`src/rtl/irq_controller.sv`:
```
// Multi-channel edge-captured interrupt controller feeding the processor ExtIRQ/ExtIAck pins.
// Optional macro IRQ_SYNC_EN adds a 2-flop synchronizer per channel ahead of edge detection.
module irq_controller #(
    parameter int              N_CH       = 8,
    parameter int              N          = 64,
    parameter logic [N-1:0]    CAUSE_BASE = 64'h10,
    parameter logic [N_CH-1:0] MASK_RST   = '1
) (
    input  logic                    CLOCK_50,
    input  logic                    reset,
    input  logic [N_CH-1:0]         irq_in,
    input  logic                    mask_we,
    input  logic [N_CH-1:0]         mask_wdata,
    input  logic                    ExtIAck,
    input  logic                    eoi,
    output logic                    ExtIRQ,
    output logic [$clog2(N_CH)-1:0] irq_id,
    output logic [N-1:0]            irq_cause,
    output logic [N_CH-1:0]         pending,
    output logic [N_CH-1:0]         mask,
    output logic                    busy
);

    localparam int ID_W = $clog2(N_CH);

    typedef enum logic [1:0] {
        IDLE    = 2'b00,
        REQ     = 2'b01,
        SERVICE = 2'b10
    } stateT;

    stateT           state;
    stateT           stateNext;
    logic [N_CH-1:0] edgeSrc;
    logic [N_CH-1:0] prev;
    logic [N_CH-1:0] riseEdge;
    logic [N_CH-1:0] eligible;
    logic [N_CH-1:0] clrVec;
    logic [ID_W-1:0] winner;
    logic            latchId;
    logic            ackFire;

    function automatic logic [ID_W-1:0] lowestSet(input logic [N_CH-1:0] v);
        lowestSet = '0;
        for (int i = N_CH - 1; i >= 0; i--) begin
            if (v[i]) lowestSet = ID_W'(i);
        end
    endfunction

`ifdef IRQ_SYNC_EN
    logic [N_CH-1:0] irqSync_p0;
    logic [N_CH-1:0] irqSync_p1;

    // Synchronizer stages p0 -> p1
    always_ff @(posedge CLOCK_50 or posedge reset) begin
        if (reset) begin
            irqSync_p0 <= '0;
            irqSync_p1 <= '0;
        end else begin
            irqSync_p0 <= irq_in;
            irqSync_p1 <= irqSync_p0;
        end
    end

    assign edgeSrc = irqSync_p1;
`else
    assign edgeSrc = irq_in;
`endif

    assign riseEdge  = edgeSrc & ~prev;
    assign eligible  = pending & mask;
    assign winner    = lowestSet(eligible);
    assign irq_cause = CAUSE_BASE + N'(irq_id);

    always_comb begin
        clrVec = '0;
        for (int i = 0; i < N_CH; i++) begin
            clrVec[i] = ackFire && (irq_id == ID_W'(i));
        end
    end

    // A new edge on the channel being acked wins over the clear
    always_ff @(posedge CLOCK_50 or posedge reset) begin
        if (reset) begin
            prev    <= '0;
            pending <= '0;
            mask    <= MASK_RST;
            irq_id  <= '0;
        end else begin
            prev    <= edgeSrc;
            pending <= (pending & ~clrVec) | riseEdge;
            if (mask_we) mask <= mask_wdata;
            if (latchId) irq_id <= winner;
        end
    end

    always_ff @(posedge CLOCK_50 or posedge reset) begin
        if (reset) state <= IDLE;
        else       state <= stateNext;
    end

    always_comb begin
        stateNext = state;
        case (state)
            IDLE:    if (|eligible) stateNext = REQ;
            REQ: begin
                if (ExtIAck)            stateNext = SERVICE;
                else if (!mask[irq_id]) stateNext = IDLE;
            end
            SERVICE: if (eoi) stateNext = IDLE;
            default: stateNext = IDLE;
        endcase
    end

    // ExtIRQ and busy decode straight from the state flops
    always_comb begin
        ExtIRQ  = (state == REQ);
        busy    = (state == SERVICE);
        latchId = (state == IDLE) && (|eligible);
        ackFire = (state == REQ) && ExtIAck;
    end

endmodule

```
`config.mk`:
```
export PLATFORM = sky130hd
export DESIGN_NAME = irq_controller
export DESIGN_NICKNAME = d
export VERILOG_FILES = /design/src/rtl/irq_controller.sv
export SDC_FILE = /design/constraint.sdc
export NUM_CORES = 1
export LEC_CHECK = 0
export CAP_MARGIN = 20
export CORE_MARGIN = 1
export CORE_UTILIZATION = 38
export CTS_BUF_LIST = sky130_fd_sc_hd__clkbuf_8
export CTS_CLUSTER_SIZE = 24
export DETAILED_ROUTE_END_ITERATION = 8
export GPL_ROUTABILITY_DRIVEN = 0
export GPL_TIMING_DRIVEN = 1
export PLACE_DENSITY = 0.87
export SETUP_SLACK_MARGIN = 0.2
export SLEW_MARGIN = 0
export SYNTH_ARGS = -nofsm -noshare
export SYNTH_HDL_FRONTEND = slang
export SYNTH_SLANG_ARGS = --single-unit
export TNS_END_PERCENT = 1
```
`constraint.sdc`:
```
create_clock -name CLOCK_50 -period 2.1 [get_ports CLOCK_50]
set_clock_uncertainty 0.2 [all_clocks]
set_input_delay 0.525 -clock CLOCK_50 [delete_from_list [all_inputs] [get_ports CLOCK_50]]
set_output_delay 0.525 -clock CLOCK_50 [all_outputs]
set_load 0.05 [all_outputs]
```
==> out/metrics.csv, run 1 <==
stage;metric;value;unit
power;p_clk_share;14.6;%
setup_path;crit_chain;nor2b_1 > buf_12;
synth;synth_top_area_cell;dfrtp_1;
grt;grt_max_degree;30;
clock_tree;cts_buffers;5;
clock_tree;clockBufferDepth;2;
placement;numPortBuffers;44;
sta;hold_viol_final;0;
die;die_width;69.5;um
cells_and_area;n_antenna_cell;0;
sta;max_freq;0.537;GHz
grt;top_usage_layer;met2;
synth;synth_edf_count;0;
synth;synth_cell_type_count;30;
grt;grt.met2_usage;21.6;%
placement;post_dp_cell_area;2110;sq um
clock_tree;root_buffer;clkbuf_8;
synth;syn-cell-area;1730;sq um
route;vias_per_cell;4.35;
power;p_int;0.00154;W
outcome;status;completed;
die;io_pins;106;
synth;synth_top_cell_area_share;30.3;%
cells_and_area;finalNetCount;239;
setup_path;required;1370;ps
cells_and_area;area_growth;26.9;%
power;netSwitchingFraction;48.1;%
job;max_cap_violations;0;
cells_and_area;drive_gt1_share;24.2;%
setup_path;cp-end-kind;primary output;
power;leakage;1.03;nW
route;detail-route-antenna-nets;0;
setup_path;worst_setup_path_start_kind;flop;
die;start_util;39.8;%
synth;synth.ff_latch_count;29;
synth;synthArstFlopShare;100;%
sta;setup_tns;0;ps
hold_path;hold_path.class;reg2reg;
sta;min_period_over_period;88.6;%
clock_tree;clk_pin_slew;60;ps
synth;yosys_most_used_dff;dfrtp_1;
power;total_power;0.00297;W
power;p_sw;0.00143;W
synth;yosys.cell_count.top_type;buf_4;
route;drt-initial-drc-count;31;
clock_tree;insertion_delay;290;ps
grt;grtUsageMet3;3.92;%
placement;preCtsSetupSlack;28.5;ps
setup_path;reg2reg_from;pending[6];
cells_and_area;final_area;2200;sq um
synth;ys_warn_count;0;
synth;postSynthCellCount;173;
setup_path;worst-path-buf-inv;1;
setup_path;cp.arrival;1140;ps
grt;grt_pass1_vias;1062;
setup_path;crit_type;reg2out;
power;power_density;1350;nW/um^2
power;ir_drop;0.645;mV
grt;grt_pass1_wl;4.93;mm
setup_path;cpLargestDelayFamily;flip-flops;
setup_path;critPathLaunch;state[0];
clock_tree;cts_tree;built;
grt;track_usage;13.5;%
die;std_cell_rows;24;
sta;setup_viol;0;
sta;period_minus_slack;1860;ps
route;wl_per_cell;11.6;um
route;vias;1179;
synth;synthTopCellsByCount;buf_4 (64), dfrtp_1 (21), o21ai_1 (15);
setup_path;critical-path-max-stage-delay;410;ps
setup_path;cp_max_fo;4;
sta;rsz0062_at_grt;no;
clock_tree;cts-hold-fix-buffers;0;
hold_path;hp-start;prev[5];
clock_tree;cts_sinks;29;
route;routed_wl;3.15;mm
die;core_area;4350;sq um
placement;place_hpwl;2.46;mm
synth;post_synth.cell_area_avg;10.0;sq um
synth;yosysSeqAreaShare;42.5;%
power;seqPwrFrac;29.5;%
grt;antenna_found_initial;0;
route;drc_errors;0;
setup_path;critPathSlowestCell;dfrtp_1;
clock_tree;cts_max_level;2;
synth;synth_top_cells_by_area;dfrtp_1 (30%), buf_4 (28%), dfstp_2 (12%), mux2_2 (5.9%), o21ai_1 (4.3%);
grt;grt_overflow_total;0;
sta;drv_slew;0;
grt;grt_util_met1;14.9;%
power;p_comb_share;56.0;%
die;fp.dieArea;4830;sq um
route;firstDrtPassIters;4;
die;die_h;69.5;um
sta;setup_ws;240;ps
[placed cells by master, fill, tap and decap left out, types with 2 or more instances in the layout]
master,instances
a21oi_1,4
nand2b_1,2
mux2_2,9
nand3_1,2
clkbuf_8,5
dfstp_2,8
inv_1,11
clkdlybuf4s50_1,20
dfrtp_1,20
nand2_1,9
o31ai_1,3
nor2b_1,3
conb_1,61
a22oi_1,3
clkinv_2,2
nand3b_1,3
buf_4,10
buf_12,16
o21ai_1,15
[routing by layer]
metal  part of all wire [%]  wire length, um  vias up
li1                       -                -      544
met2                     49             1550       72
met4                    4.1              130        0
met3                    7.9              248       12
met5                      0                0        -
met1                     39             1230      551
[metrics by stage]
step                hold slack [ps]  util, %  cells
floorplan                       192        -    232
global placement                193     48.5    263
detailed placement              199     48.5    263
CTS                             207     50.5    271
global route                    214     50.5    271
finish                          203     50.5    271
[power by group through the flow]
stage / clock [W] / sequential, W / combinational [W]
3_5_place_dp: 0 / 0.000880 / 0.00166
2_1_floorplan: 0 / 0.00111 / 0.000917
6_report: 0.000433 / 0.000875 / 0.00166
3_3_place_gp: 0 / 0.000871 / 0.00164
4_1_cts: 0.000445 / 0.000873 / 0.00167
5_1_grt: 0.000464 / 0.000894 / 0.00174
[layout make-up]
type / instances / area (sq um)
Clock buffer: 5 / 68.8
Fill cell: 401 / 2160
Multi-Input combinational cell: 126 / 679
Tap cell: 52 / 65.1
Inverter: 10 / 37.5
Timing Repair Buffer: 46 / 596
Sequential cell: 29 / 737
Clock inverter: 3 / 13.8
[cell families after synthesis]
kind of cell | after synthesis | synth area share [%]
compound gates | 31 | 11.2
buf+inv | 77 | 31.1
flops | 29 | 42.5
mux | 11 | 7.73
other cells | 2 | 0.434
simple gates | 23 | 7.08
[worst paths after layout]
kind	endpoint	slack (ps)	cells past startpoint
setup / recovery	busy	240	2
setup reg to reg	irq_id[0]	440	4
min in group asynchronous	prev[4]	400	3
hold reg to reg	pending[5]	200	1
hold / removal	pending[5]	200	1
max in group asynchronous	mask[3]	990	3
[worst reg2reg max path, cell delays in order, from the launching register on]
cell and delay (ps):
dfrtp_1 400, a22oi_1 250, nand2_1 120, o21ai_1 220, mux2_2 350
[registers in the layout (all words and copies together), names as in the netlist]
register	flops
pending	8
mask	8
prev	8
state	2
irq_id	3
[what timing repair did]
| action | in CTS | in global routing |
|---|---|---|
| endpoints found under the hold margin | 0 | 0 |
| endpoints found under the setup margin | 2 | 0 |
| buffers inserted | 0 | 0 |
| gates resized for setup | 1 | 0 |
(Power assumes the default switching activity.)
==> run 2, diff against run 1 <==
SETUP_SLACK_MARGIN = 0.5   (was 0.2)
==> run 2 against run 1 <==
Non-clock buffer count grew 1. Critical path type unchanged. Worst setup slack better by 72 ps. Wire length fell by 1.1%. Largest cell class unchanged. Total power grew 2.5%. Critical path depth did not move. Fmax up 4.0%. Sequential power rose by 2.6%. Hold slack about the same. Core utilization up 0.69 points. Cell area up 1.4%.
==> out/metrics.csv, run 2 (synthesis gave the netlist of run 1 again) <==
stage;metric;value;unit
clock_tree;clockBufferDepth;2;
die;die_h;69.5;um
route;dr_wl_met3;286;um
sta;period_minus_slack;1790;ps
route;routed_wl;3.12;mm
sta;setup_tns;0;ps
setup_path;worst_setup_path_start_kind;flop;
cells_and_area;n_antenna_cell;0;
grt;grt_pass1_vias;1061;
hold_path;hp-start;prev[0];
die;fp.dieArea;4830;sq um
placement;numPortBuffers;44;
die;io_pins;106;
route;vias;1175;
sta;min_period_over_period;85.1;%
hold_path;whs_path_depth;1;
setup_path;r2r_slack;420;ps
grt;grt_max_degree;30;
grt;antenna_found_initial;0;
route;wl_met1;1.16;mm
die;core_area;4350;sq um
cells_and_area;fin_util;51.1;%
clock_tree;clk_pin_slew;60;ps
route;route.top_layer_used;met4;
setup_path;cp-end-kind;primary output;
sta;hold_viol_final;0;
setup_path;rr_worst_depth;4;
route;wl_per_cell;11.5;um
clock_tree;cts_sinks;29;
route;drt-initial-drc-count;32;
route;dr_wl_met2;1.65;mm
route;drc_errors;0;
power;leakage;1.04;nW
die;std_cell_rows;24;
setup_path;reg2reg_from;mask[2];
clock_tree;cts-hold-fix-buffers;0;
power;power_density;1370;nW/um^2
die;die_width;69.5;um
route;detail-route-antenna-nets;0;
die;start_util;39.8;%
job;max_cap_violations;0;
cells_and_area;area_growth;28.6;%
cells_and_area;multi_input_area;683;sq um
setup_path;timing.rr.end;irq_id[0];
clock_tree;cts_tree;built;
grt;track_usage;13.2;%
cells_and_area;final_cell_mix;conb_1 (61), clkdlybuf4s50_1 (20), dfrtp_1 (20);
placement;post_dp_cell_area;2120;sq um
setup_path;cp.arrival;1060;ps
power;ir_drop;0.646;mV
cells_and_area;finalNetCount;240;
clock_tree;insertion_delay;280;ps
cells_and_area;fillerInstances;369;
sta;setup_viol;0;
grt;grt_pass1_wl;4.93;mm
setup_path;cp_max_fo;4;
clock_tree;root_buffer;clkbuf_8;
cells_and_area;ff_latch_area;737;sq um
placement;place_hpwl;2.38;mm
grt;grt_overflow_total;0;
outcome;status;completed;
clock_tree;cts_buffers;5;
cells_and_area;largest_registers;mask (8), pending (8), prev (8);
setup_path;crit_type;reg2out;
hold_path;hold_path.class;reg2reg;
sta;drv_slew;0;
cells_and_area;drive_gt1_share;25.9;%
route;vias_per_cell;4.32;
setup_path;required;1370;ps
cells_and_area;final_area;2230;sq um
sta;max_freq;0.559;GHz
hold_path;hold_end;pending[0];
clock_tree;cts_max_level;2;
route;firstDrtPassIters;4;
sta;rsz0062_at_grt;yes;
cells_and_area;final_common_cell;conb_1;
run 2: cell count changes in the layout (fill, tap and decap cells not counted), sizes merged:
| cell | previous run | this run |
|---|---|---|
| clkbuf | 5 | 7 |
| buf | 26 | 27 |
| clkinv | 2 | 1 |
| inv | 11 | 10 |
run 2: how the worst max path moves through the flow:
stage	start	to	slack, ps	cells past startpoint
6_report	state[0]	ExtIRQ	310	2
5_1_grt	state[0]	ExtIRQ	260	2
3_3_place_gp	ExtIAck	pending[0]	110	5
4_1_cts	state[0]	ExtIRQ	300	2
2_1_floorplan	irq_id[0]	state[0]	280	4
3_5_place_dp	ExtIAck	pending[0]	80	5
run 2: worst max-delay path, stage by stage, from the launching register on:
cell and delay (ps):
dfrtp_1 410, and2b_2 230, buf_12 150
run 2: report_power, final:
part | leakage, nW | internal [W] | total, W | switching, W
sequential | 0.311 | 0.000690 | 0.000898 | 0.000207
clock | 0.0542 | 0.000295 | 0.000492 | 0.000197
combinational | 0.671 | 0.000646 | 0.00166 | 0.00101
total | 1.04 | 0.00163 | 0.00304 | 0.00141
run 2: area by class of cell:
| cell class | instances | share of cell area [%] |
|---|---|---|
| clock inverter | 1 | 0.225 |
| tap | 52 | 2.92 |
| timing repair buffer | 47 | 27.1 |
| inverter | 10 | 1.69 |
| clock buffer | 7 | 4.33 |
| multi-input combinational | 126 | 30.7 |
| sequential | 29 | 33.1 |
run 2: what timing repair did:
item	in CTS	in global routing
endpoints found under the hold margin	0	0
buffers inserted	1	0
pin swaps	0	0
endpoints found under the setup margin	39	40
resized for setup	2	0
run 2: routing by layer:
metal,global-route usage [%],vias up
met3,5.23,3
met4,4.76,0
met1,14.9,555
met5,0,-
li1,-,543
met2,22.5,74
run 2: stage by stage:
stage,setup slack [ps],cells,hold slack [ps],power [W]
4_1_cts,297,272,205,0.00307
5_1_grt,260,272,222,0.00319
3_3_place_gp,108,263,193,0.00251
6_report,312,272,203,0.00304
3_5_place_dp,82.8,263,201,0.00254
2_1_floorplan,277,232,192,0.00203
==> run 3, diff against run 2 <==
ABC_AREA = 1   (was unset)
==> run 3 against run 2 <==
Worst setup slack improved by 22 ps. Hold slack improved by 2.7 ps. Largest cell class unchanged. Cell area rose by 1.4%. Clock power rose by 3%. Sequential power fell by 8.2%. Fmax rose by 1.2%. Die area rose by 0.56%. Total power fell by 3.0%.
==> out/metrics.csv, run 3 <==
stage;metric;value;unit
cells_and_area;fillerInstances;407;
die;die_h;69.7;um
route;drt-initial-drc-count;39;
synth;synth_top_cells_by_area;dfrtp_1 (30%), buf_4 (28%), dfstp_2 (12%), nand2_1 (7.3%), inv_1 (5.2%);
sta;hold_viol_final;0;
clock_tree;cts-hold-fix-buffers;0;
sta;max_freq;0.566;GHz
outcome;status;completed;
synth;synth_top_cell_area_share;30.2;%
setup_path;crit_type;reg2out;
die;core_area;4380;sq um
placement;place_hpwl;2.60;mm
route;wl_per_cell;10.5;um
cells_and_area;area_growth;29.7;%
synth;synthArstFlopShare;100;%
route;firstDrtPassIters;4;
clock_tree;cts_sinks;29;
grt;grt_overflow_total;0;
setup_path;worst_setup_path_start_kind;flop;
clock_tree;cts_buffers;5;
route;drc_errors;0;
clock_tree;insertion_delay;290;ps
clock_tree;cts_tree;built;
setup_path;cp.arrival;1040;ps
grt;grt_pass1_wl;5.40;mm
placement;post_dp_cell_area;2110;sq um
sta;setup_viol;0;
die;std_cell_rows;24;
clock_tree;cts_max_level;2;
setup_path;required;1370;ps
cells_and_area;final_common_cell;conb_1;
synth;synth_edf_count;0;
die;fp.dieArea;4860;sq um
synth;synth_cell_type_count;21;
setup_path;r2r_slack;580;ps
sta;setup_tns;0;ps
synth;post_synth.cell_area_avg;8.29;sq um
clock_tree;clk_pin_slew;70;ps
power;leakage;1.16;nW
clock_tree;clockBufferDepth;2;
cells_and_area;n_antenna_cell;0;
hold_path;hold_path.class;reg2reg;
synth;yosys_most_used_dff;dfrtp_1;
die;io_pins;106;
route;detail-route-antenna-nets;0;
sta;drv_slew;0;
route;vias_per_cell;4.10;
sta;period_minus_slack;1770;ps
cells_and_area;finalNetCount;282;
synth;yosysSeqAreaShare;42.2;%
synth;postSynthCellCount;210;
die;die_width;69.7;um
setup_path;cp-end-kind;primary output;
sta;min_period_over_period;84.1;%
cells_and_area;largest_registers;mask (8), pending (8), prev (8);
cells_and_area;fin_util;51.5;%
grt;grt_pass1_vias;1207;
cells_and_area;final_cell_mix;conb_1 (61), nand2_1 (34), inv_1 (23);
cells_and_area;multi_input_area;658;sq um
route;vias;1288;
cells_and_area;drive_gt1_share;22.5;%
grt;antenna_found_initial;0;
clock_tree;root_buffer;clkbuf_8;
die;start_util;39.7;%
sta;rsz0062_at_grt;yes;
placement;numPortBuffers;44;
synth;synth.ff_latch_count;29;
cells_and_area;final_area;2260;sq um
grt;track_usage;14.5;%
job;max_cap_violations;0;
grt;grt_max_degree;30;
synth;synthTopCellsByCount;buf_4 (64), nand2_1 (34), inv_1 (24);
synth;ys_warn_count;0;
power;ir_drop;0.659;mV
power;power_density;1310;nW/um^2
route;routed_wl;3.30;mm
synth;syn-cell-area;1740;sq um
cells_and_area;ff_latch_area;736;sq um
setup_path;cp_max_fo;3;
synth;synth_top_area_cell;dfrtp_1;
synth;yosys.cell_count.top_type;buf_4;
## run 3: changes by cell type after synthesis, sizes merged, moves of 4 or more
cell,delta
a22oi,-4
inv,+15
mux2,-7
nand2,+29
nor2,+13
o21ai,+7
## run 3: kinds of logic (layout without fill, tap and decap cells)
| family | Yosys count | in the layout | share of synthesized area (%) |
|---|---|---|---|
| DFF | 29 | 29 | 42.2 |
| muxes | 2 | 2 | 1.29 |
| buffers and inverters | 90 | 83 | 33.3 |
| other | 2 | 61 | 0.431 |
| AOI/OAI and AO/OA | 27 | 27 | 8.12 |
| and+or+nand+nor | 60 | 60 | 14.7 |
## run 3: timing repair
action                     4_1_cts  5_1_grt
setup buffers                    4        0
resized for setup                5        0
setup endpoints to repair       24       29
pin swaps                        2        1
## run 3: worst max-delay path, stage by stage (launching register included)
cell     delay, ps
dfrtp_1        400
buf_6          130
nor2_4          90
buf_12         140
## run 3: cell type report
| cell class | instances | area share [%] |
|---|---|---|
| Multi-Input combinational cell | 150 | 29.1 |
| Clock inverter | 1 | 0.222 |
| Inverter | 25 | 4.16 |
| Clock buffer | 7 | 4.27 |
| Tap cell | 52 | 2.88 |
| Timing Repair Buffer | 50 | 26.8 |
| Sequential cell | 29 | 32.6 |
## run 3: layer usage
| layer | vias up | track usage, % | part of all wire (%) | wire, um |
|---|---|---|---|---|
| li1 | 620 | - | - | - |
| met1 | 579 | 16.1 | 38 | 1260 |
| met2 | 79 | 24.1 | 50 | 1640 |
| met3 | 10 | 5.67 | 9.4 | 309 |
| met4 | 0 | 7.11 | 2.6 | 85 |
| met5 | - | 0 | 0 | 0 |
## run 3: power by group
| group | switching (W) | internal [W] |
|---|---|---|
| logic | 0.00105 | 0.000568 |
| registers | 0.000145 | 0.000679 |
| clock network | 0.000212 | 0.000295 |
| total | 0.00141 | 0.00154 |
## run 3: per-stage QoR
step / hold WS, ps / std cells / total power (W) / worst slack, ps
2_1_floorplan: 192 / 269 / 0.00193 / 294
3_3_place_gp: 193 / 302 / 0.00234 / 266
3_5_place_dp: 202 / 302 / 0.00237 / 225
4_1_cts: 210 / 314 / 0.00297 / 329
5_1_grt: 224 / 314 / 0.00311 / 295
6_report: 205 / 314 / 0.00295 / 334
## run 3: path summary, 6_finish.rpt
path	startpoint	end	depth (start not counted)
setup / recovery	state[0]	busy	3
hold / removal	prev[5]	pending[5]	1
setup reg to reg	irq_id[1]	state[0]	7
hold reg to reg	prev[5]	pending[5]	1
max in group asynchronous	reset	mask[1]	3
min in group asynchronous	reset	pending[5]	3
